`src/rtl/apb_pkg.sv`:
```
// Shared types and default sizing for the APB requester.
package apb_pkg;

    typedef enum logic [1:0] {
        IDLE   = 2'd0,
        SETUP  = 2'd1,
        ACCESS = 2'd2
    } apb_state_t;

    localparam int DEF_ADDR_W  = 32;
    localparam int DEF_DATA_W  = 32;
    localparam int DEF_TIMEOUT = 16;

    // Wide enough for the largest legal TIMEOUT (255)
    localparam int WAIT_CNT_W = 8;

endpackage

```
`src/rtl/apb_wait_timer.sv`:
```
// Counts ACCESS cycles spent waiting on PREADY and flags the last allowed one.
module apb_wait_timer
    import apb_pkg::*;
#(
    parameter int TIMEOUT = DEF_TIMEOUT
) (
    input  logic clk,
    input  logic rst,
    input  logic clear,
    input  logic enable,
    output logic tc
);

    logic [WAIT_CNT_W-1:0] cnt_q;
    logic [WAIT_CNT_W-1:0] cnt_d;

    // Clear wins over count so a fresh ACCESS phase always starts from zero
    always_comb begin
        cnt_d = cnt_q;
        if (clear) begin
            cnt_d = '0;
        end else if (enable) begin
            cnt_d = cnt_q + 1'b1;
        end
    end

    // Counter register
    always_ff @(posedge clk) begin
        if (rst) begin
            cnt_q <= '0;
        end else begin
            cnt_q <= cnt_d;
        end
    end

    // The k-th ACCESS cycle sees a count of k-1, so this marks the TIMEOUT-th one
    assign tc = (cnt_q == WAIT_CNT_W'(TIMEOUT - 1));

endmodule

```
`src/rtl/apb_master.sv`:
```
// APB requester: turns a valid/ready command into one APB transfer with a
// one-cycle completion pulse, aborting if the completer stalls too long.
module apb_master
    import apb_pkg::*;
#(
    parameter int ADDR_W  = DEF_ADDR_W,
    parameter int DATA_W  = DEF_DATA_W,
    parameter int TIMEOUT = DEF_TIMEOUT
) (
    input  logic              PCLK,
    input  logic              PRESET,
    input  logic              cmd_valid,
    output logic              cmd_ready,
    input  logic              cmd_write,
    input  logic [ADDR_W-1:0] cmd_addr,
    input  logic [DATA_W-1:0] cmd_wdata,
    output logic              rsp_valid,
    output logic [DATA_W-1:0] rsp_rdata,
    output logic              rsp_err,
    output logic              PSELx,
    output logic              PENABLE,
    output logic              PWRITE,
    output logic [ADDR_W-1:0] PADDR,
    output logic [DATA_W-1:0] PWDATA,
    input  logic              PREADY,
    input  logic [DATA_W-1:0] PRDATA
);

    apb_state_t        state_q, state_d;
    logic              pwrite_q, pwrite_d;
    logic [ADDR_W-1:0] paddr_q, paddr_d;
    logic [DATA_W-1:0] pwdata_q, pwdata_d;
    logic              rsp_valid_q, rsp_valid_d;
    logic              rsp_err_q, rsp_err_d;
    logic [DATA_W-1:0] rsp_rdata_q, rsp_rdata_d;

    logic accept;
    logic timer_clear;
    logic timer_en;
    logic timer_tc;

    apb_wait_timer #(
        .TIMEOUT(TIMEOUT)
    ) u_wait_timer (
        .clk    (PCLK),
        .rst    (PRESET),
        .clear  (timer_clear),
        .enable (timer_en),
        .tc     (timer_tc)
    );

    // Ready in IDLE, or in ACCESS on the completing cycle (a timeout is not a completion)
    assign cmd_ready = !PRESET &&
                       ((state_q == IDLE) || ((state_q == ACCESS) && PREADY));
    assign accept    = cmd_valid && cmd_ready;

    // Next-state, command capture and response generation
    always_comb begin
        state_d     = state_q;
        pwrite_d    = pwrite_q;
        paddr_d     = paddr_q;
        pwdata_d    = pwdata_q;
        rsp_valid_d = 1'b0;
        rsp_err_d   = 1'b0;
        rsp_rdata_d = '0;
        timer_clear = 1'b0;
        timer_en    = 1'b0;

        if (accept) begin
            pwrite_d = cmd_write;
            paddr_d  = cmd_addr;
            pwdata_d = cmd_wdata;
        end

        unique case (state_q)
            IDLE: begin
                if (accept) begin
                    state_d = SETUP;
                end
            end
            SETUP: begin
                timer_clear = 1'b1;
                state_d     = ACCESS;
            end
            ACCESS: begin
                if (PREADY) begin
                    rsp_valid_d = 1'b1;
                    rsp_rdata_d = pwrite_q ? '0 : PRDATA;
                    state_d     = accept ? SETUP : IDLE;
                end else if (timer_tc) begin
                    rsp_valid_d = 1'b1;
                    rsp_err_d   = 1'b1;
                    state_d     = IDLE;
                end else begin
                    timer_en = 1'b1;
                end
            end
            default: begin
                state_d = IDLE;
            end
        endcase
    end

    // State, APB request and response registers
    always_ff @(posedge PCLK) begin
        if (PRESET) begin
            state_q     <= IDLE;
            pwrite_q    <= 1'b0;
            paddr_q     <= '0;
            pwdata_q    <= '0;
            rsp_valid_q <= 1'b0;
            rsp_err_q   <= 1'b0;
            rsp_rdata_q <= '0;
        end else begin
            state_q     <= state_d;
            pwrite_q    <= pwrite_d;
            paddr_q     <= paddr_d;
            pwdata_q    <= pwdata_d;
            rsp_valid_q <= rsp_valid_d;
            rsp_err_q   <= rsp_err_d;
            rsp_rdata_q <= rsp_rdata_d;
        end
    end

    assign PSELx     = (state_q != IDLE);
    assign PENABLE   = (state_q == ACCESS);
    assign PWRITE    = pwrite_q;
    assign PADDR     = paddr_q;
    assign PWDATA    = pwdata_q;
    assign rsp_valid = rsp_valid_q;
    assign rsp_err   = rsp_err_q;
    assign rsp_rdata = rsp_rdata_q;

endmodule

```
`config.mk`:
```
export PLATFORM = sky130hd
export DESIGN_NAME = apb_master
export DESIGN_NICKNAME = d
export VERILOG_FILES = /design/src/rtl/apb_pkg.sv /design/src/rtl/apb_wait_timer.sv /design/src/rtl/apb_master.sv
export SDC_FILE = /design/constraint.sdc
export NUM_CORES = 1
export LEC_CHECK = 0
export BUFFER_PORTS_ARGS = -buffer_cell sky130_fd_sc_hd__buf_2
export CELL_PAD_IN_SITES_DETAIL_PLACEMENT = 0
export CELL_PAD_IN_SITES_GLOBAL_PLACEMENT = 1
export CORE_MARGIN = 2
export CORE_UTILIZATION = 30
export DETAILED_ROUTE_END_ITERATION = 10
export PLACE_DENSITY = 0.82
export SYNTH_ARGS = -nofsm -noshare
export SYNTH_HDL_FRONTEND = slang
export SYNTH_SLANG_ARGS = --single-unit
```
`constraint.sdc`:
```
create_clock -name PCLK -period 4.31 [get_ports PCLK]
set_input_delay 0.862 -clock PCLK [delete_from_list [all_inputs] [get_ports PCLK]]
set_output_delay 0.862 -clock PCLK [all_outputs]
set_load 0.01 [all_outputs]
```
==> results of run 1 <==
-- where the power goes --
part,leakage (nW),internal (mW),switching [mW]
combinational,1.65,0.137,0.107
clock,0.139,0.441,0.357
sequential,0.892,1.06,0.0238
-- per-layer routing --
metal  track usage, %  part of all wire, %  up-vias
met2             21.4                   48      132
met4             6.69                  2.4        0
met3             5.51                  9.9       17
met5                0                    0        -
met1             13.5                   40     1435
li1                 -                    -     1536
-- logic make-up (layout without fill, tap and decap cells) --
group / count (synthesis) / count (layout) / synth area share (%)
compound gates: 10 / 10 / 1.87
fa+ha+maj: 1 / 1 / 0.312
buf+inv: 21 / 222 / 2.53
flops: 109 / 109 / 54.4
mux: 70 / 70 / 19.5
simple gates: 131 / 131 / 21.3
-- cells in the final DEF, fill, tap and decap left out, drive strengths merged, types with 2 or more instances in the layout --
master | Yosys | layout
or3 | 4 | 4
and3 | 2 | 2
nor3 | 2 | 2
a211oi | 4 | 4
nand3 | 7 | 7
and2 | 33 | 33
dfxtp | 109 | 109
buf | 9 | 203
nor2b | 67 | 67
nand2b | 2 | 2
inv | 3 | 3
a21oi | 2 | 2
nand2 | 2 | 2
clkbuf | 9 | 14
nor4b | 2 | 2
mux2i | 4 | 4
o21ai | 2 | 2
mux2 | 66 | 66
-- state kept, by name, indices dropped and copies added, names as in the netlist --
register,count
PADDR,32
PWDATA,32
PWRITE,1
rsp_err,1
rsp_rdata,32
rsp_valid,1
state_q,2
u_wait_timer.cnt_q,8
-- stage by stage --
stage | cells | hold slack (ps) | cell area, µm² | setup WS (ps)
detailed placement | 703 | 509 | 5170 | 1640
global route | 719 | 557 | 5460 | 1870
global placement | 703 | 492 | 5170 | 1680
floorplan | 342 | 477 | 4010 | 2290
finish | 719 | 521 | 5460 | 1960
CTS | 719 | 519 | 5460 | 1950
-- area by class of cell --
| cell class | count | area [µm²] | area share (%) |
|---|---|---|---|
| clock buffer | 14 | 274 | 5.02 |
| clock inverter | 2 | 16.3 | 0.298 |
| inverter | 3 | 11.3 | 0.206 |
| multi-input combinational | 212 | 1740 | 31.8 |
| sequential | 109 | 2180 | 40.0 |
| tap | 176 | 220 | 4.03 |
| timing repair buffer | 203 | 1020 | 18.7 |
-- worst max path at each step --
stage	from	endpoint	slack (ps)
2_1_floorplan	PREADY	cmd_ready	2290
3_3_place_gp	PRESET	PADDR[22]	1680
3_5_place_dp	PRESET	PADDR[30]	1640
4_1_cts	PREADY	cmd_ready	1950
5_1_grt	PRESET	PWDATA[0]	1870
6_report	PREADY	cmd_ready	1960
-- tightest hold or removal path, cell delays in order (launching register included) --
cell                      delay (ps)
sky130_fd_sc_hd__dfxtp_1         340
sky130_fd_sc_hd__nand3_1          70
sky130_fd_sc_hd__mux2i_1          60
==> run summary, run 1 <==
The tools report the nature of the critical path endpoint as an output port. The number of top-level design ports is 203. Library cell contributing the largest single delay on the critical path: sky130_fd_sc_hd__nand2b_1. The initial antenna violation count is 0. CTS placed an instance of sky130_fd_sc_hd__clkbuf_16 at the clock tree root. The count of flip-flops with a built-in enable after synthesis was 0; the sum of negative setup slack was 0 ps. Clock tree synthesis found a total of 109 sinks. Sorting the synthesized cells by area gives the leading types as sky130_fd_sc_hd__dfxtp_1, sky130_fd_sc_hd__mux2_2, sky130_fd_sc_hd__nor2b_1.

The worst-case register-to-register setup slack was 2200 ps; the level count of the clock H-tree was 3. The insertion delay of the later-clocked pin in the worst-skew pair was 350 ps; the total of cells resized after clock tree synthesis was 0. Worst setup skew after layout: 6.55 ps. The die is 120 µm tall. The tools report the end-of-flow core utilization as 41.6%.

The mean number of vias per cell is 4.34. The tightest min-delay check is of the reg -> reg type. The fraction of registers with async set or reset after synthesis works out to 0%. The first TritonRoute pass finished after 6 iterations. No sink is reached through more buffers than the 2 on the longest clock path. The region available for standard cell placement spans 13100 µm². In this run, the number of DRC markers left after iteration 0 of detailed routing was 71. Once the floorplan was initialized, standard cells occupied 30.5% of the core. Counting stages on the worst path, the most repeated cell is sky130_fd_sc_hd__buf_2. The startpoint class of the critical path is an input pin. The synthesized instance count was 342; the netlist area before placement was 4010 µm².

Residual antenna-violating net count after detailed routing: 0. The post-layout minimum cycle time is 2350 ps, and the area share of the largest cell type after synthesis is 54.4%. The number of I/O port buffers works out to 202. In this run the power density over the cells is 390 nW/µm². The die area came out at 14300 µm².

The run finished with clean final reports. Setup repair after global routing left no endpoint under its margin. Across the VDD grid, the largest voltage drop is 0.222 mV. The run gives 9200 µm as the final wirelength.

For the global-route wire length before repair, the log shows 14500 µm. For the count of hold buffers inserted by post-cts repair, the log shows 0. Clock transition at the register clock pins on the worst setup and hold paths after CTS: 70 ps.

The wire-length estimate of the detail-placed layout is 6660 µm. The number of post-CTS setup repair buffers is 0, and the proportion of synthesized chip area in sequential cells is 54.4%. The die extent in x is 120 µm.

The path type of the worst setup path was in -> out. The number of cells on the critical path was 4. Measured in cells, the most critical reg-to-reg path has a length of 3. Highest net fanout along the worst path: 6. The register bit count reported by yosys works out to 109. The cell family contributing the most delay on the critical path is simple AND/OR/NAND/NOR gates. Start point of the worst min-delay path: u_wait_timer.cnt_q[1]. The via count of the first global-routing pass was 3171; the ratio of cells with drive above 1 in the final layout was 53.2%.

The number of nets handed over by synthesis was 444. Setup violations remaining at the end of the flow were counted as 0. At the pin with the least slew margin, the transition time is 942 ps. Static timing analysis puts the maximum clock frequency at 425 MHz. The number of buffers and inverters on the critical path is 2. Fill cells in the final layout number 1290.

0 antenna diodes ended up in the layout. Traced cell by cell, the critical path runs through buf_2 -> nand2b_1 -> and2_1 -> buf_2. Across the run, the number of max-cap violations was 0.

The largest total area in the synthesized netlist belongs to sky130_fd_sc_hd__dfxtp_1. Most used flip-flop cell after synthesis: sky130_fd_sc_hd__dfxtp_1. Count of final hold-check violations: 0. In the synthesized netlist, the cells that appear most often are sky130_fd_sc_hd__dfxtp_1, sky130_fd_sc_hd__nor2b_1, sky130_fd_sc_hd__mux2_2. The largest incremental delay on the critical path works out to 190 ps. For the all-layer global routing usage, the log shows 12.7%. The most frequent cell after synthesis is sky130_fd_sc_hd__dfxtp_1. The average cell area after synthesis works out to 11.7 µm².

The leakage component of the power came out at 2.68 nW. The Yosys step of the flow raised 0 warnings. The routed wirelength normalized by instance count came out at 12.8 µm. TritonCTS built the clock tree. The endpoint arrival time on the critical path was 1490 ps. Measured against its own limit, the worst slew margin works out to 37.2%. The run gives 0.739 as the global placer's final weighted congestion. Compared with the post-synthesis result, the final layout area differs by 36.2%.

The logs give 3450 ps for the critical path data required time and 42 for the number of rows in the core area. In this run the critical register-to-register path is captured at PWDATA[19]. The synthesized netlist contains 35 unique library cells. The terminating pin of the worst hold path was u_wait_timer.cnt_q[1]. Number of pins with negative max-slew slack in the final report: 0. Summing internal, switching and leakage power gives 2.13 mW. Entering global routing, the biggest net connects 76 pins.

Counting instances, the worst hold path has a depth of 2. For this run, design rule violations remaining after detail routing come to 0. Final period utilization: 54.6%. The tools report the total via count after detailed routing as 3120. Clock tree synthesis inserted a total of 9 buffers.

In this run the critical register-to-register path is launched from state_q[0]. The net count of the finished layout is 640. Summed over all layers, the global routing overflow is 0.
Note: power is estimated with default switching activity, not from simulation.
==> run 2, diff against run 1 <==
Settings changed: PLACE_DENSITY 0.82 to 0.85.
Clock period 4.31 ns to 2.1 ns, I/O delays scaled along.
==> run 2 against run 1 <==
Hold slack worse by 260 ps. Clock-buffer cell count down 5. Worst setup slack worse by 1600 ps. Clock skew about the same. Critical path depth down 1. Flip-flop and latch count unchanged. Largest cell class unchanged. Largest power group unchanged.
==> run summary, run 2 (same netlist as run 1, synthesis figures left out) <==
The flow ran to the end, and the final reports show no timing, DRC or antenna violations. The initial antenna violation count was 0. The post-layout minimum cycle time works out to 1750 ps.

The analysis attributes to cell leakage a power of 2.72 nW. The tools report the global-route wire length before repair as 15000 µm. The most common library cell in the layout ignoring fill and taps is sky130_fd_sc_hd__buf_2.

Counting cells, the worst reg-to-reg path comes to 4. The worst hold path terminates at rsp_rdata[4]. The final period utilization is 83.5%, and the worst-case register-to-register setup slack is 470 ps. The clock passes through at most 2 buffers. The pre-antenna-repair detailed-routing pass consisted of 4 iterations. The die is 120 µm tall.

The startpoint of the lowest-slack register-to-register path was state_q[1]. Startpoint class of the critical path: a flip-flop. The clock transition at the register clock pins on the worst setup and hold paths after CTS was 80 ps. Once the clock tree was built, the setup fixing pass inserted 0 buffers. During placement, the flow inserted port buffers numbering 202. Detailed placement finished with a half-perimeter wire length of 6940 µm. The tightest min-delay check is of the in -> reg type.

In this run, the number of DRC markers left after iteration 0 of detailed routing was 83. The number of top-level design ports is 203. The effective utilization at floorplan is 30.5%. Clock tree root driver cell: sky130_fd_sc_hd__clkbuf_16.

TritonCTS built the clock tree. For the residual antenna-violating net count after detailed routing, the log shows 0. After routing, the total negative slack on setup checks comes to 0 ps.

Entering global routing, the biggest net connects 41 pins. Final wirelength: 9180 µm. In this run, CTS created clock tree buffers numbering 9. The library cells used most frequently in the layout, excluding fill and tap cells, are sky130_fd_sc_hd__buf_2, sky130_fd_sc_hd__dfxtp_1, sky130_fd_sc_hd__nor2b_1. The clock tree synthesis step divided the H-tree into 3 levels. The worst register-to-register path ends at PWDATA[8]. The path type of the worst setup path was reg -> out. For this run, design rule violations remaining after detail routing come to 0. The worst hold path passes through 2 cells. In this run the core area contains 42 standard-cell rows. For this run, the total global-route usage over all layers was measured as 13.0%. For the endpoint arrival time on the critical path, the log shows 1330 ps. The number of pins with negative max-slew slack in the final report is 0, and the die extent in x is 120 µm. The clock arrives with 7.00 ps of skew. The worst slew margin relative to its limit came out at 72.8%. The worst setup path is captured at an output port.

For the count of final hold-check violations, the log shows 0. Across the run, the number of max-cap violations was 0. After routing the design area is 5550 µm². After detailed placement, the total cell area comes to 5240 µm². The aggregate global routing overflow came out at 0.

Setup repair after global routing left no endpoint under its margin. The total via count after detailed routing came out at 3075. The post-route netlist has 54.1% of its cells at a drive strength greater than 1. In this run the most critical hold path is launched from PRDATA[4]. The design draws 4.47 mW. The power per unit of standard cell area is 807 nW/µm².

The total of cells resized after clock tree synthesis was 0. CTS saw 109 sinks. The worst-case vdd ir drop is 0.417 mV, and the critical path data required time is 1680 ps.

The logs give 0.763 for the global placer's final weighted congestion and 570 MHz for the peak clock frequency supported by timing. The die covers 14300 µm². The tools report the final setup violation count as 0. The via count of the first global-routing pass was 3274; the highest net fanout along the worst path was 9. Dividing the detail-routed via count by the number of cells gives 4.24. The routed wirelength normalized by instance count is 12.7 µm. The count of hold buffers inserted by post-cts repair is 0. For the pin with the worst max-slew slack, the measured transition is 405 ps. The clock reaches the later pin of the worst-skew pair after 350 ps. For this run, the post-layout net count is 646.

Relative to the synthesized area, the layout overhead comes to 38.4%. The number of antenna diodes in the final layout is 0. The run gives 13100 µm² as the area of the core.
## run 2: changes by cell type in the layout (fill, tap and decap cells not counted), sizes merged
cell | before | now
bufinv | 0 | 1
clkinvlp | 1 | 2
clkbuf | 14 | 9
inv | 3 | 6
buf | 203 | 209
## run 2: per-layer routing
metal,routed length (µm),vias up,track usage [%]
li1,-,1543,-
met1,3740,1391,14.7
met2,4490,125,22.3
met3,757,16,4.13
met4,188,0,6.10
met5,0,-,0
## run 2: worst max-delay path, cell delays in order (launching register included)
cell and delay (ps):
sky130_fd_sc_hd__dfxtp_1 520, sky130_fd_sc_hd__nand2b_1 160, sky130_fd_sc_hd__and2_1 170, sky130_fd_sc_hd__buf_2 140
## run 2: worst max path at each step
stage,from,to,cells after the start
after floorplan,u_wait_timer.cnt_q[0],u_wait_timer.cnt_q[4],4
after CTS,state_q[1],cmd_ready,3
final,state_q[1],cmd_ready,3
after global routing,state_q[1],cmd_ready,3
after global placement,PREADY,PADDR[30],5
after detailed placement,PREADY,PADDR[1],5
## run 2: cell type report
type | instances | area (µm²)
clock buffer | 9 | 225
clock inverter | 7 | 82.6
fill | 1284 | 7590
inverter | 3 | 11.3
multi-input combinational | 212 | 1740
sequential | 109 | 2180
tap | 176 | 220
timing repair buffer | 209 | 1090
## run 2: metrics by stage
stage               hold WS [ps]  utilization [%]  cells  worst slack (ps)
floorplan                    477                -    342               642
global placement             500             39.9    709               423
detailed placement           525             39.9    709               398
finish                       265             42.2    725               346
CTS                          248             42.2    725               312
global route                 255             42.2    725               234
## run 2: report_power, final
group	leakage, nW	total, mW	internal [mW]	switching [mW]
combinational	1.69	0.515	0.292	0.224
sequential	0.892	2.22	2.17	0.0487
clock	0.145	1.74	0.944	0.792
total	2.72	4.47	3.41	1.06
==> run 3, diff against run 2 <==
Settings changed: PLACE_DENSITY 0.85 to 0.82.
Clock period 2.1 ns to 1.71 ns, I/O delays scaled along.
==> run 3 against run 2 <==
Global-route usage is 0.60 points higher. Clock power is 32% higher. Via count is 2.3% higher. Die area stayed put. Largest power group unchanged. Register-to-register slack worse by 370 ps. Sequential share of layout area is 0.33 points lower. First-iteration DRC count is 29% lower.
==> run summary, run 3 (same netlist as run 1, synthesis figures left out) <==
The flow ran to the end, and the final reports show no timing, DRC or antenna violations. Hold timing on the final database bottoms out at a slack of 192 ps. TritonCTS built the clock tree. The worst slew margin relative to its limit is 67.8%, and the leakage component of the power is 2.75 nW. The die is 120 µm tall. The run gives 0 as the aggregate global routing overflow. The routed wirelength normalized by instance count is 13.3 µm, and the insertion delay of the later-clocked pin in the worst-skew pair is 340 ps. Setup repair after global routing left no endpoint under its margin.

The final layout contains 647 nets. In this run, flip-flops and latches consume 48.2% of the power. The final wirelength was 9630 µm; the via count of the first global-routing pass was 3220.

The root buffer cell chosen for the clock tree is sky130_fd_sc_hd__clkbuf_16. Internal power: 4.40 mW. The library cell contributing the largest single delay on the critical path was sky130_fd_sc_hd__dfxtp_1.

The die area came out at 14300 µm². Effective utilization at floorplan: 30.5%. The die is 120 µm wide. Along the worst path, the maximum fanout reaches 9.

Detailed routing inserted a total of 3145 vias. The worst setup path is of the reg -> out kind. In the routed layout, each cell is associated on average with a via count of 4.33. For the final setup violation count, the log shows 0. For the final routed database, the setup TNS stands at 0 ps. Top cell family by delay on the critical path: flip-flops. The peak clock frequency supported by timing was 619 MHz; the slew at the pin closest to its max-slew limit was 483 ps.

Traced cell by cell, the critical path runs through nor2_2 -> and2_1 -> buf_2. The level count of the clock H-tree was 3; the clock transition at the register clock pins on the worst setup and hold paths after CTS was 70 ps. The antenna diode instance count was 0; the net switching share of the total power was 22.3%.

The tools report the area of the core as 13100 µm². The number of top-level design ports came out at 203. The logs give 15300 µm for the global-route wire length before repair and 47 for the maximum number of pins on one net before global-route repair.

The number of hold buffers added after CTS was 0. The worst-case vdd ir drop was 0.427 mV. After the first detailed-routing iteration, the DRC count stood at 59. The first detailed-routing pass ran for 4 iterations. The tools report the worst setup skew after layout as 4.06 ps.

The count of final hold-check violations is 0, and the post-layout minimum cycle time is 1620 ps. The area growth from synthesis to layout is 39.7%. The worst setup path is launched from a flip-flop.

For this run, the slowest stage of the critical path takes 510 ps. Routability-driven placement finished with a final weighted congestion of 0.729. In this run, CTS created clock tree buffers numbering 9. The number of setup buffers added after CTS is 0. In the routed design, unresolved DRC markers number 0. The number of clock sinks seen by CTS was 109; the ratio of cells with drive above 1 in the final layout was 54.5%. Number of pins with negative max-slew slack in the final report: 0.

The library cell used most frequently in the layout, excluding fill and tap cells, is sky130_fd_sc_hd__buf_2. The top cell types in the final layout, fill and taps aside, are sky130_fd_sc_hd__buf_2, sky130_fd_sc_hd__dfxtp_1, sky130_fd_sc_hd__nor2b_1. The max-capacitance violation count is 0, and the number of I/O port buffers is 202. The number of buffers between clock root and the deepest sink was 2; the all-layer global routing usage was 13.6%. For the net load switching power, the log shows 1.26 mW. The buffers plus inverters on the worst setup path works out to 1. STA classifies the critical path endpoint as an output port. In this run the power density over the cells is 1010 nW/µm². The number of rows in the core area is 42.

In this run the worst hold path is classified as in -> reg. The HPWL after detailed placement was 7260 µm; the final period utilization was 94.5%. The logs give 1270 ps for the endpoint arrival time on the critical path and 11.4% for the combinational fraction of design power. The residual antenna-violating net count after detailed routing was 0; the initial antenna violation count was 0. The critical path data required time was 1370 ps. The fraction of power consumed by the clock network came out at 40.4%.
-- run 3: worst paths after layout --
kind | from | to | cells past startpoint | slack [ps]
worst max-delay path | state_q[0] | cmd_ready | 3 | 90
worst min-delay path | PRDATA[28] | rsp_rdata[28] | 2 | 190
worst max register to register | u_wait_timer.cnt_q[0] | u_wait_timer.cnt_q[4] | 4 | 100
worst min register to register | u_wait_timer.cnt_q[1] | u_wait_timer.cnt_q[1] | 2 | 520
-- run 3: what timing repair did --
action,4_1_cts,5_1_grt
setup endpoints to repair,1,1
pin swaps,0,0
gates resized for setup,1,1
-- run 3: routing by layer --
metal  routed length, µm  GRT usage [%]
met5                   0              0
met4                 157           5.66
met3                 690           4.42
met2                4990           24.2
met1                3800           14.9
-- run 3: power by group through the flow --
stage | sequential [mW] | clock [mW] | combinational, mW
final | 2.73 | 2.29 | 0.643
after global routing | 2.75 | 2.50 | 0.699
after detailed placement | 2.79 | 0 | 0.653
after floorplan | 2.85 | 0 | 0.275
after CTS | 2.73 | 2.38 | 0.655
after global placement | 2.79 | 0 | 0.633
-- run 3: metrics by stage --
| step | instances | worst slack, ps | util [%] | power, mW | area, µm² |
|---|---|---|---|---|---|
| 6_report | 726 | 94.9 | 42.6 | 5.66 | 5600 |
| 5_1_grt | 726 | 18.2 | 42.6 | 5.94 | 5600 |
| 2_1_floorplan | 342 | 252 | - | 3.12 | 4010 |
| 3_5_place_dp | 710 | 102 | 40.0 | 3.44 | 5260 |
| 4_1_cts | 726 | 12.1 | 42.6 | 5.77 | 5590 |
| 3_3_place_gp | 710 | 149 | 40.0 | 3.42 | 5260 |
-- run 3: cell type report --
cell class | instances | area, µm²
flip-flops and latches | 109 | 2180
multi-input cells | 212 | 1740
inverters | 3 | 11.3
fillers | 1303 | 7540
clock buffers | 11 | 253
clock inverters | 5 | 81.3
well taps | 176 | 220
repair buffers | 210 | 1110
